**src/rtl/ddr_req_arbiter_pkg.sv**
```systemverilog
// Shared definitions for the DDR request arbiter: FSM encodings, DONE bubble length
// and an index-width helper.
package ddr_req_arbiter_pkg;

  localparam logic [1:0] ST_IDLE = 2'd0;
  localparam logic [1:0] ST_REQ  = 2'd1;
  localparam logic [1:0] ST_DONE = 2'd2;

  // Cycles spent in DONE so a finished requester can drop s_valid before re-arbitration.
  localparam int DONE_CYCLES = 1;

  function automatic int idx_w(input int n);
    return (n > 1) ? $clog2(n) : 1;
  endfunction

endpackage

```
**src/rtl/ddr_req_arbiter_rr_pick.sv**
```systemverilog
// Round-robin winner selection: first requesting index after 'last', with wrap-around.
module ddr_arb_rr_pick
  import ddr_req_arbiter_pkg::*;
#(
  parameter int N_REQ = 2,
  parameter int LW    = idx_w(N_REQ)
) (
  input  logic [N_REQ-1:0] req,
  input  logic [LW-1:0]    last,
  output logic [N_REQ-1:0] gnt
);

  logic          found;
  logic [LW-1:0] idx;

  always_comb begin
    gnt   = '0;
    found = 1'b0;
    idx   = '0;
    for (int off = 1; off <= N_REQ; off++) begin
      idx = LW'((int'(last) + off) % N_REQ);
      if (!found && req[idx]) begin
        gnt[idx] = 1'b1;
        found    = 1'b1;
      end
    end
  end

endmodule

```
**src/rtl/ddr_req_arbiter.sv**
```systemverilog
// Round-robin arbiter sharing one simple memory port among N_REQ native requesters,
// with a sticky watchdog flag for memory transactions that never complete.
//
// state | meaning
// IDLE  | waiting for any s_valid; selects and latches the winner
// REQ   | m_valid high with latched fields until m_ready
// DONE  | bubble with grant=0 so the winner can drop s_valid
module ddr_req_arbiter
  import ddr_req_arbiter_pkg::*;
#(
  parameter int N_REQ     = 2,
  parameter int ADDR_W    = 32,
  parameter int DATA_W    = 32,
  parameter int TIMEOUT_W = 16
) (
  input  logic                       clk,
  input  logic                       rst,
  input  logic [N_REQ-1:0]           s_valid,
  input  logic [N_REQ*ADDR_W-1:0]    s_addr,
  input  logic [N_REQ*DATA_W-1:0]    s_wdata,
  input  logic [N_REQ*DATA_W/8-1:0]  s_wstrb,
  output logic [N_REQ*DATA_W-1:0]    s_rdata,
  output logic [N_REQ-1:0]           s_ready,
  output logic                       m_valid,
  output logic [ADDR_W-1:0]          m_addr,
  output logic [DATA_W-1:0]          m_wdata,
  output logic [DATA_W/8-1:0]        m_wstrb,
  input  logic [DATA_W-1:0]          m_rdata,
  input  logic                       m_ready,
  output logic [N_REQ-1:0]           grant,
  output logic                       timeout_err
);

  localparam int LW = idx_w(N_REQ);
  localparam int SW = DATA_W / 8;
  localparam logic [TIMEOUT_W-1:0] WD_MAX = '1;

  logic [1:0]           state_q, state_d;
  logic [N_REQ-1:0]     grant_q, grant_d;
  logic [LW-1:0]        last_q, last_d;
  logic [LW-1:0]        win_q, win_d;
  logic [ADDR_W-1:0]    addr_q, addr_d;
  logic [DATA_W-1:0]    wdata_q, wdata_d;
  logic [SW-1:0]        wstrb_q, wstrb_d;
  logic [TIMEOUT_W-1:0] wd_q, wd_d;
  logic                 to_q, to_d;
  logic [1:0]           bub_q, bub_d;

  logic [N_REQ-1:0]     pick_gnt;
  logic [LW-1:0]        pick_idx;

  ddr_arb_rr_pick #(.N_REQ(N_REQ), .LW(LW)) u_pick (
    .req  (s_valid),
    .last (last_q),
    .gnt  (pick_gnt)
  );

  always_comb begin
    pick_idx = '0;
    for (int i = 0; i < N_REQ; i++) begin
      if (pick_gnt[i]) pick_idx = LW'(i);
    end
  end

  always_comb begin
    state_d = state_q;
    grant_d = grant_q;
    last_d  = last_q;
    win_d   = win_q;
    addr_d  = addr_q;
    wdata_d = wdata_q;
    wstrb_d = wstrb_q;
    wd_d    = wd_q;
    to_d    = to_q;
    bub_d   = bub_q;
    case (state_q)
      ST_IDLE: begin
        if (|s_valid) begin
          grant_d = pick_gnt;
          win_d   = pick_idx;
          addr_d  = s_addr[int'(pick_idx)*ADDR_W +: ADDR_W];
          wdata_d = s_wdata[int'(pick_idx)*DATA_W +: DATA_W];
          wstrb_d = s_wstrb[int'(pick_idx)*SW +: SW];
          wd_d    = '0;
          state_d = ST_REQ;
        end
      end
      ST_REQ: begin
        // Flag on the edge the counter reaches all-ones, even if m_ready also arrives.
        if (wd_q >= WD_MAX - 1'b1) to_d = 1'b1;
        if (m_ready) begin
          last_d  = win_q;
          grant_d = '0;
          bub_d   = '0;
          state_d = ST_DONE;
        end else if (wd_q != WD_MAX) begin
          wd_d = wd_q + 1'b1;
        end
      end
      ST_DONE: begin
        if (bub_q == 2'(DONE_CYCLES - 1)) state_d = ST_IDLE;
        else                              bub_d   = bub_q + 1'b1;
      end
      default: state_d = ST_IDLE;
    endcase
  end

  always_ff @(posedge clk) begin
    if (rst) begin
      state_q <= ST_IDLE;
      grant_q <= '0;
      last_q  <= LW'(N_REQ - 1);
      win_q   <= '0;
      addr_q  <= '0;
      wdata_q <= '0;
      wstrb_q <= '0;
      wd_q    <= '0;
      to_q    <= 1'b0;
      bub_q   <= '0;
    end else begin
      state_q <= state_d;
      grant_q <= grant_d;
      last_q  <= last_d;
      win_q   <= win_d;
      addr_q  <= addr_d;
      wdata_q <= wdata_d;
      wstrb_q <= wstrb_d;
      wd_q    <= wd_d;
      to_q    <= to_d;
      bub_q   <= bub_d;
    end
  end

  always_comb begin
    s_ready = '0;
    s_rdata = '0;
    if (state_q == ST_REQ && m_ready) begin
      s_ready                             = grant_q;
      s_rdata[int'(win_q)*DATA_W +: DATA_W] = m_rdata;
    end
  end

  assign m_valid     = (state_q == ST_REQ);
  assign m_addr      = addr_q;
  assign m_wdata     = wdata_q;
  assign m_wstrb     = wstrb_q;
  assign grant       = grant_q;
  assign timeout_err = to_q;

endmodule

```
**config.mk**
```make
export PLATFORM = sky130hd
export DESIGN_NAME = ddr_req_arbiter
export DESIGN_NICKNAME = d
export VERILOG_FILES = /design/src/rtl/ddr_req_arbiter_pkg.sv /design/src/rtl/ddr_req_arbiter_rr_pick.sv /design/src/rtl/ddr_req_arbiter.sv
export SDC_FILE = /design/constraint.sdc
export NUM_CORES = 1
export LEC_CHECK = 0
export ABC_AREA = 1
export CAP_MARGIN = 10
export CORE_MARGIN = 1.5
export CORE_UTILIZATION = 38
export CTS_BUF_LIST = sky130_fd_sc_hd__clkbuf_8 sky130_fd_sc_hd__clkbuf_16
export DETAILED_ROUTE_END_ITERATION = 8
export HOLD_SLACK_MARGIN = 0.03
export PLACE_DENSITY = 0.82
export SLEW_MARGIN = 20
export SYNTH_ARGS = -nofsm -noshare
export SYNTH_HDL_FRONTEND = slang
export SYNTH_SLANG_ARGS = --single-unit
```
**constraint.sdc**
```tcl
create_clock -name clk -period 1.8 [get_ports clk]
set_input_delay 0.36 -clock clk [delete_from_list [all_inputs] [get_ports clk]]
set_output_delay 0.36 -clock clk [all_outputs]
set_load 0.01 [all_outputs]
```
After elaboration in Yosys (flattened, before gate mapping) --
Index checks and enable logic that the tools add are counted.
Word-level totals: flip-flop bits (word level) 93, latch bits 0, memory bits (writable) 0, ROM bits 0, input bits 173, output and inout port bits 138, logic and storage cells 80, memories 0
Operators by class: add/subtract/negate cells 5, $mul 0, div/mod/pow operators 0, $lt $le $gt $ge 5, equal/unequal tests 9, shift operators 5, mux-type cells 27, bitwise gates (word level) 2, reductions and logical operators 17
Operator list (count):
- 64-bit by 7-bit variable part select with 32-bit output | 2
- 64-bit bitwise AND | 1
- 64-bit two-way mux | 1
- 32-bit by 33-bit variable shift with 64-bit output (first input constant) | 1
- 32-bit by 33-bit variable part select with 64-bit output | 1
- 16-bit two-way mux | 3
- 6-bit negator with 33-bit output | 1
- 16-bit case mux with 2 select lines | 1
- 2-bit two-way mux | 9
- 16-bit by 1-bit adder with 16-bit output (second input constant) | 1
- 16-bit >= comparator (second input constant) | 1
- 16-bit inequality test (second input constant) | 1
- 3-bit AND reduction | 3
- 1-bit two-way mux | 8
- 2-bit inequality test (second input constant) | 4
- 2-bit case mux with 2 select lines | 2
- 8-bit by 4-bit variable part select with 4-bit output | 1
- 2-bit case mux with 3 select lines | 1
- 2-bit AND reduction | 3
- 1-bit logical AND | 4
- 2-bit zero test | 2
- 1-bit by 2-bit < comparator with 1-bit output (second input constant) | 2
- 2-bit by 1-bit inequality test with 1-bit output (second input constant) | 2
- 4-bit AND reduction | 1
- 10 further kinds | 14

Depth between registers and ports, before layout --
depth in word-level cells 10, mapped depth 12, mapped depth without buffers 10

Hierarchy --
From an unflattened synthesis, not the netlist that was laid out.
Unflattened totals: cells, all modules 808, area total of the unflattened synthesis 5048.6 um2
Modules (own cells, without submodules):
- ddr_req_arbiter | instances 1, cells each 803, area each 5028.6 um2, sequential area each 1861.8 um2
- ddr_arb_rr_pick | instances 1, cells each 5, area each 20.0 um2, sequential area each 0.0 um2

Worst setup path after synthesis --
Ideal clock, no wire load.
kind input port to output port, from input m_ready, to output s_rdata[10], arrival time 1273 ps, required time 1440 ps, setup slack 167 ps, cell stages on the path 7, path buffers 2, cell sequence inv_1 nor2_1 inv_2 or2_1 clkbuf_1 buf_2 nor2_1
Between the ends: word-level cells in the longest chain between the ends 2
Ends and longest elaborated chain:
- from (decl) | line ddr_req_arbiter.sv:29 | input logic m_ready,
- 1-bit logical AND | line ddr_req_arbiter.sv:137 | if (state_q == ST_REQ && m_ready) begin
- 64-bit two-way mux | line ddr_req_arbiter.sv:137
- to (decl) | line ddr_req_arbiter.sv:22 | output logic [N_REQ*DATA_W-1:0] s_rdata,
No other way between the ends.

Final worst setup path --
from register state_q[1], to output s_rdata[15]
Between the ends: word-level cells in the longest chain between the ends 3
Ends and longest elaborated chain:
- from (decl) | line ddr_req_arbiter.sv:38 | logic [1:0] state_q, state_d;
- from (signal assigned) | line ddr_req_arbiter.sv:121 | state_q <= state_d;
- 2-bit by 1-bit equality test with 1-bit output | line ddr_req_arbiter.sv:137
- 1-bit logical AND | line ddr_req_arbiter.sv:137
- 64-bit two-way mux | line ddr_req_arbiter.sv:137
No other way between the ends.

==> results.toml <==
[global_route]
met3_usage_pct = 6.65
gr-usage-met1_pct = 27.2
grt_util_all_layers_pct = 25.0
overflow = 0
grt_pass1_wl_um = 28900
met2_usage_pct = 46.5
grt_pass1_vias = 5870
grt_max_degree = 64
grt-busiest-layer = "met2"
antenna_found_initial = 0

[synth]
synthDistinctLibCells = 28
synth_compound_area_share_pct = 13.4
synthArstFlopShare_pct = 0
yosys_register_bits = 93
synth_top_flop_cell = "dfxtp_1"
synth_largest_area_cell = "dfxtp_1"
synth.top_cell.area_share_pct = 36.0
synthTopCellsByArea = "dfxtp_1 36%, nand2_1 15%, o211ai_1 10%, nand3_1 9.1%, inv_1 8.4%"
synth_fa_ha_area_share_pct = 0.726
synth.avg_cell_area_sq_um = 6.38
synth_top_family_by_area = "simple AND/OR/NAND/NOR gates"
yosysWarnings = 0
syn-cell-area_sq_mm = 0.00517
syn_nets = 986
synth-xor-area-share_pct = 0
netlist_top_cells_count = "201 x nand2_1, 116 x inv_1, 109 x nor2_1"
synthMuxAreaShare_pct = 0
yosysSeqAreaShare_pct = 36.0
synth_cells = 810
yosys.area_share.simple_pct = 34.3
synth_edf_count = 0
yosys.cell_count.top_type = "nand2_1"

[cts]
tritoncts = "yes"
cts-root-buf = "clkbuf_16"
htree_levels = 3
clock_tree.buffer_depth = 2
cts-hold-fix-buffers = 0
path_clk_slew_ns = 0.07
cts_num_sinks = 93
clk_latency_ns = 0.34
numCtsBuffers = 9

[die]
ios = 311
dieArea_sq_mm = 0.0143
core_sq_mm = 0.0132
fp-row-count = 42
fp.dieW_um = 120
initial_core_util_pct = 39.0
die_height_um = 120

[final_layout]
fillCellCount = 1080
final_nets = 1297
syn_to_final_growth_pct = 76.6
drive_gt1_share_pct = 20.0
antennaDiodeCount = 0
fin_util_pct = 68.9
stdcell_area_sq_mm = 0.00913
finalNonFillerCells = 1302

[timing]
drv_slew = 0
max_freq_ghz = 0.495
post-route-period-util_pct = 112
hold_viol_final = 0
setup_slack_ns = -0.222
grt_setup_unrepaired = "yes"
slew_headroom_pct = 74.9
tightest_slew_ns = 0.374
final.setup_skew_ns = 0.00420
post-route-min-period_ns = 2.02
finalSetupViolations = 64

[placed_design]
postPlaceCellArea_sq_mm = 0.00858
gp_congestion = 0.899
place_hpwl_um = 12900
dp.cells = 1276
io_buffers = 310
place_ws_ns = -0.707

[routing]
avgViaCountPerCell = 4.78
routed_wl_um = 18700
wl_per_cell_um = 14.4
drtAntennaViolNets = 0
vias = 6224
drtPass1Iterations = 5
drcViolationCount = 0
dr.first_iter.drc_count = 230

[critical_path]
reg2reg_from = "wd_q[1]$_SDFFE_PP0P_"
rr_endpoint = "wd_q[14]$_SDFFE_PP0P_"
cp_max_fo = 8
reg2reg_depth = 10
critPathKind = "reg -> out"
crit_required_ns = 1.44
setup.worst_path.start_class = "register"
cp-end-kind = "primary output"
r2r_slack_ns = 0.14
arrival_ns = 1.66

[hold_path]
worstHoldStart = "bub_q[0]$_SDFFE_PP0P_"
holdPathStages = 1
min-delay-path-class = "reg -> reg"
hold_path_end = "bub_q[0]$_SDFFE_PP0P_"

[power_and_ir_drop]
vdd_drop_max_mv = 0.436
p_leak_uw = 0.00435
powerDensity_mw_per_mm2 = 710

[run_status]
violations = "negative setup slack"
status = "finished with violations"

[flow_run]
cap_violations = 0
[cells by family (layout without fill, tap and decap cells)]
group                    Yosys count  in the layout
AND/OR/NAND/NOR                  422            422
buffers and inverters            197            513
AO/OA/AOI/OAI                     95             95
flip-flops                        93             93
adder cells (fa/ha/maj)            3              3
[power breakdown]
part	leakage (uW)	switching (uW)	total, uW	internal [uW]
Sequential	0.000770	136	2410	2270
Clock	0.000156	825	2050	1220
Combinational	0.00342	943	2020	1080
Total	0.00435	1900	6480	4580
[through the flow]
stage	hold slack [ns]	power (uW)	TNS [ns]
final	0.458	6480	-9.75
after global routing	0.500	6810	-13.99
after CTS	0.464	6450	-6.45
after detailed placement	0.450	4380	-46.77
after global placement	0.439	4350	-42.92
after floorplan	0.426	3290	0
[registers in the layout, indices dropped and copies added, names as in the netlist]
register and count:
m_addr 32, m_wdata 32, win_q 1, wd_q 16
grant 2, bub_q 2, timeout_err 1, last_q 1
state_q 2, m_wstrb 4
[worst max-delay path by stage]
stage                                        from           to  slack, ns  cells after the start
after floorplan                           m_ready  s_rdata[10]       0.17                      7
after global placement                    m_ready   s_rdata[2]      -0.65                      8
after detailed placement                  m_ready   s_rdata[1]      -0.71                      8
after CTS                 state_q[1]$_SDFFE_PP0P_  s_rdata[23]      -0.17                      8
after global routing      state_q[1]$_SDFFE_PP0P_  s_rdata[18]      -0.28                      8
final                     state_q[1]$_SDFFE_PP0P_  s_rdata[15]      -0.22                      8
[metal layers]
metal / wire [um] / share of wire [%]
met3: 1480 / 7.9
met5: 0 / 0
met4: 527 / 2.8
met1: 7100 / 38
met2: 9610 / 51
[cell type report]
type                    instances  area (sq um)  share of cell area, %
clock buffers                   9           225                   2.47
clock inverters                 7          98.8                   1.08
inverters                     148           563                   6.17
multi-input cells             520          2740                   30.0
flip-flops and latches         93          1860                   20.4
well taps                     176           220                   2.41
repair buffers                349          3410                   37.4
[layout by cell type, fill, tap and decap left out]
cell type / n
nand2_8: 1
nand2_2: 6
buf_16: 4
buf_4: 23
inv_4: 1
o211ai_1: 70
o21ai_4: 1
o21ai_0: 8
nor2_1: 63
o21ai_1: 4
clkbuf_2: 1
a21oi_4: 1
dfxtp_2: 2
inv_6: 1
inv_1: 114
inv_2: 32
nand4_1: 3
ha_1: 3
buf_6: 20
nor3_1: 1
dlygate4sd2_1: 2
clkdlybuf4s50_1: 242
nand3_1: 94
nor2_4: 22
buf_2: 46
buf_12: 9
nand2_4: 4
bufinv_16: 2
dfxtp_1: 91
clkinv_2: 1
nor2_2: 28
a21oi_2: 4
clkinv_4: 3
or2_4: 1
clkbuf_16: 11
clkinvlp_4: 1
o21a_1: 1
a21oi_1: 6
nand2_1: 199
[what timing repair did]
| action | 4_1_cts | 5_1_grt |
|---|---|---|
| gates resized for setup | 290 | 74 |
| hold endpoints to repair | 0 | 0 |
| buffers inserted | 3 | 2 |
| setup endpoints to repair | 67 | 66 |
| gates cloned | 4 | 2 |
| pin swaps | 1 | 3 |
[worst max-delay path, cell delays in order, from the launching register on]
cell,delay (ns)
dfxtp_2,0.32
inv_2,0.07
nand2_4,0.06
nor2_4,0.09
inv_2,0.05
or2_4,0.32
buf_16,0.18
nor2_2,0.10
buf_2,0.14
Power figures use the tool's default switching activity.
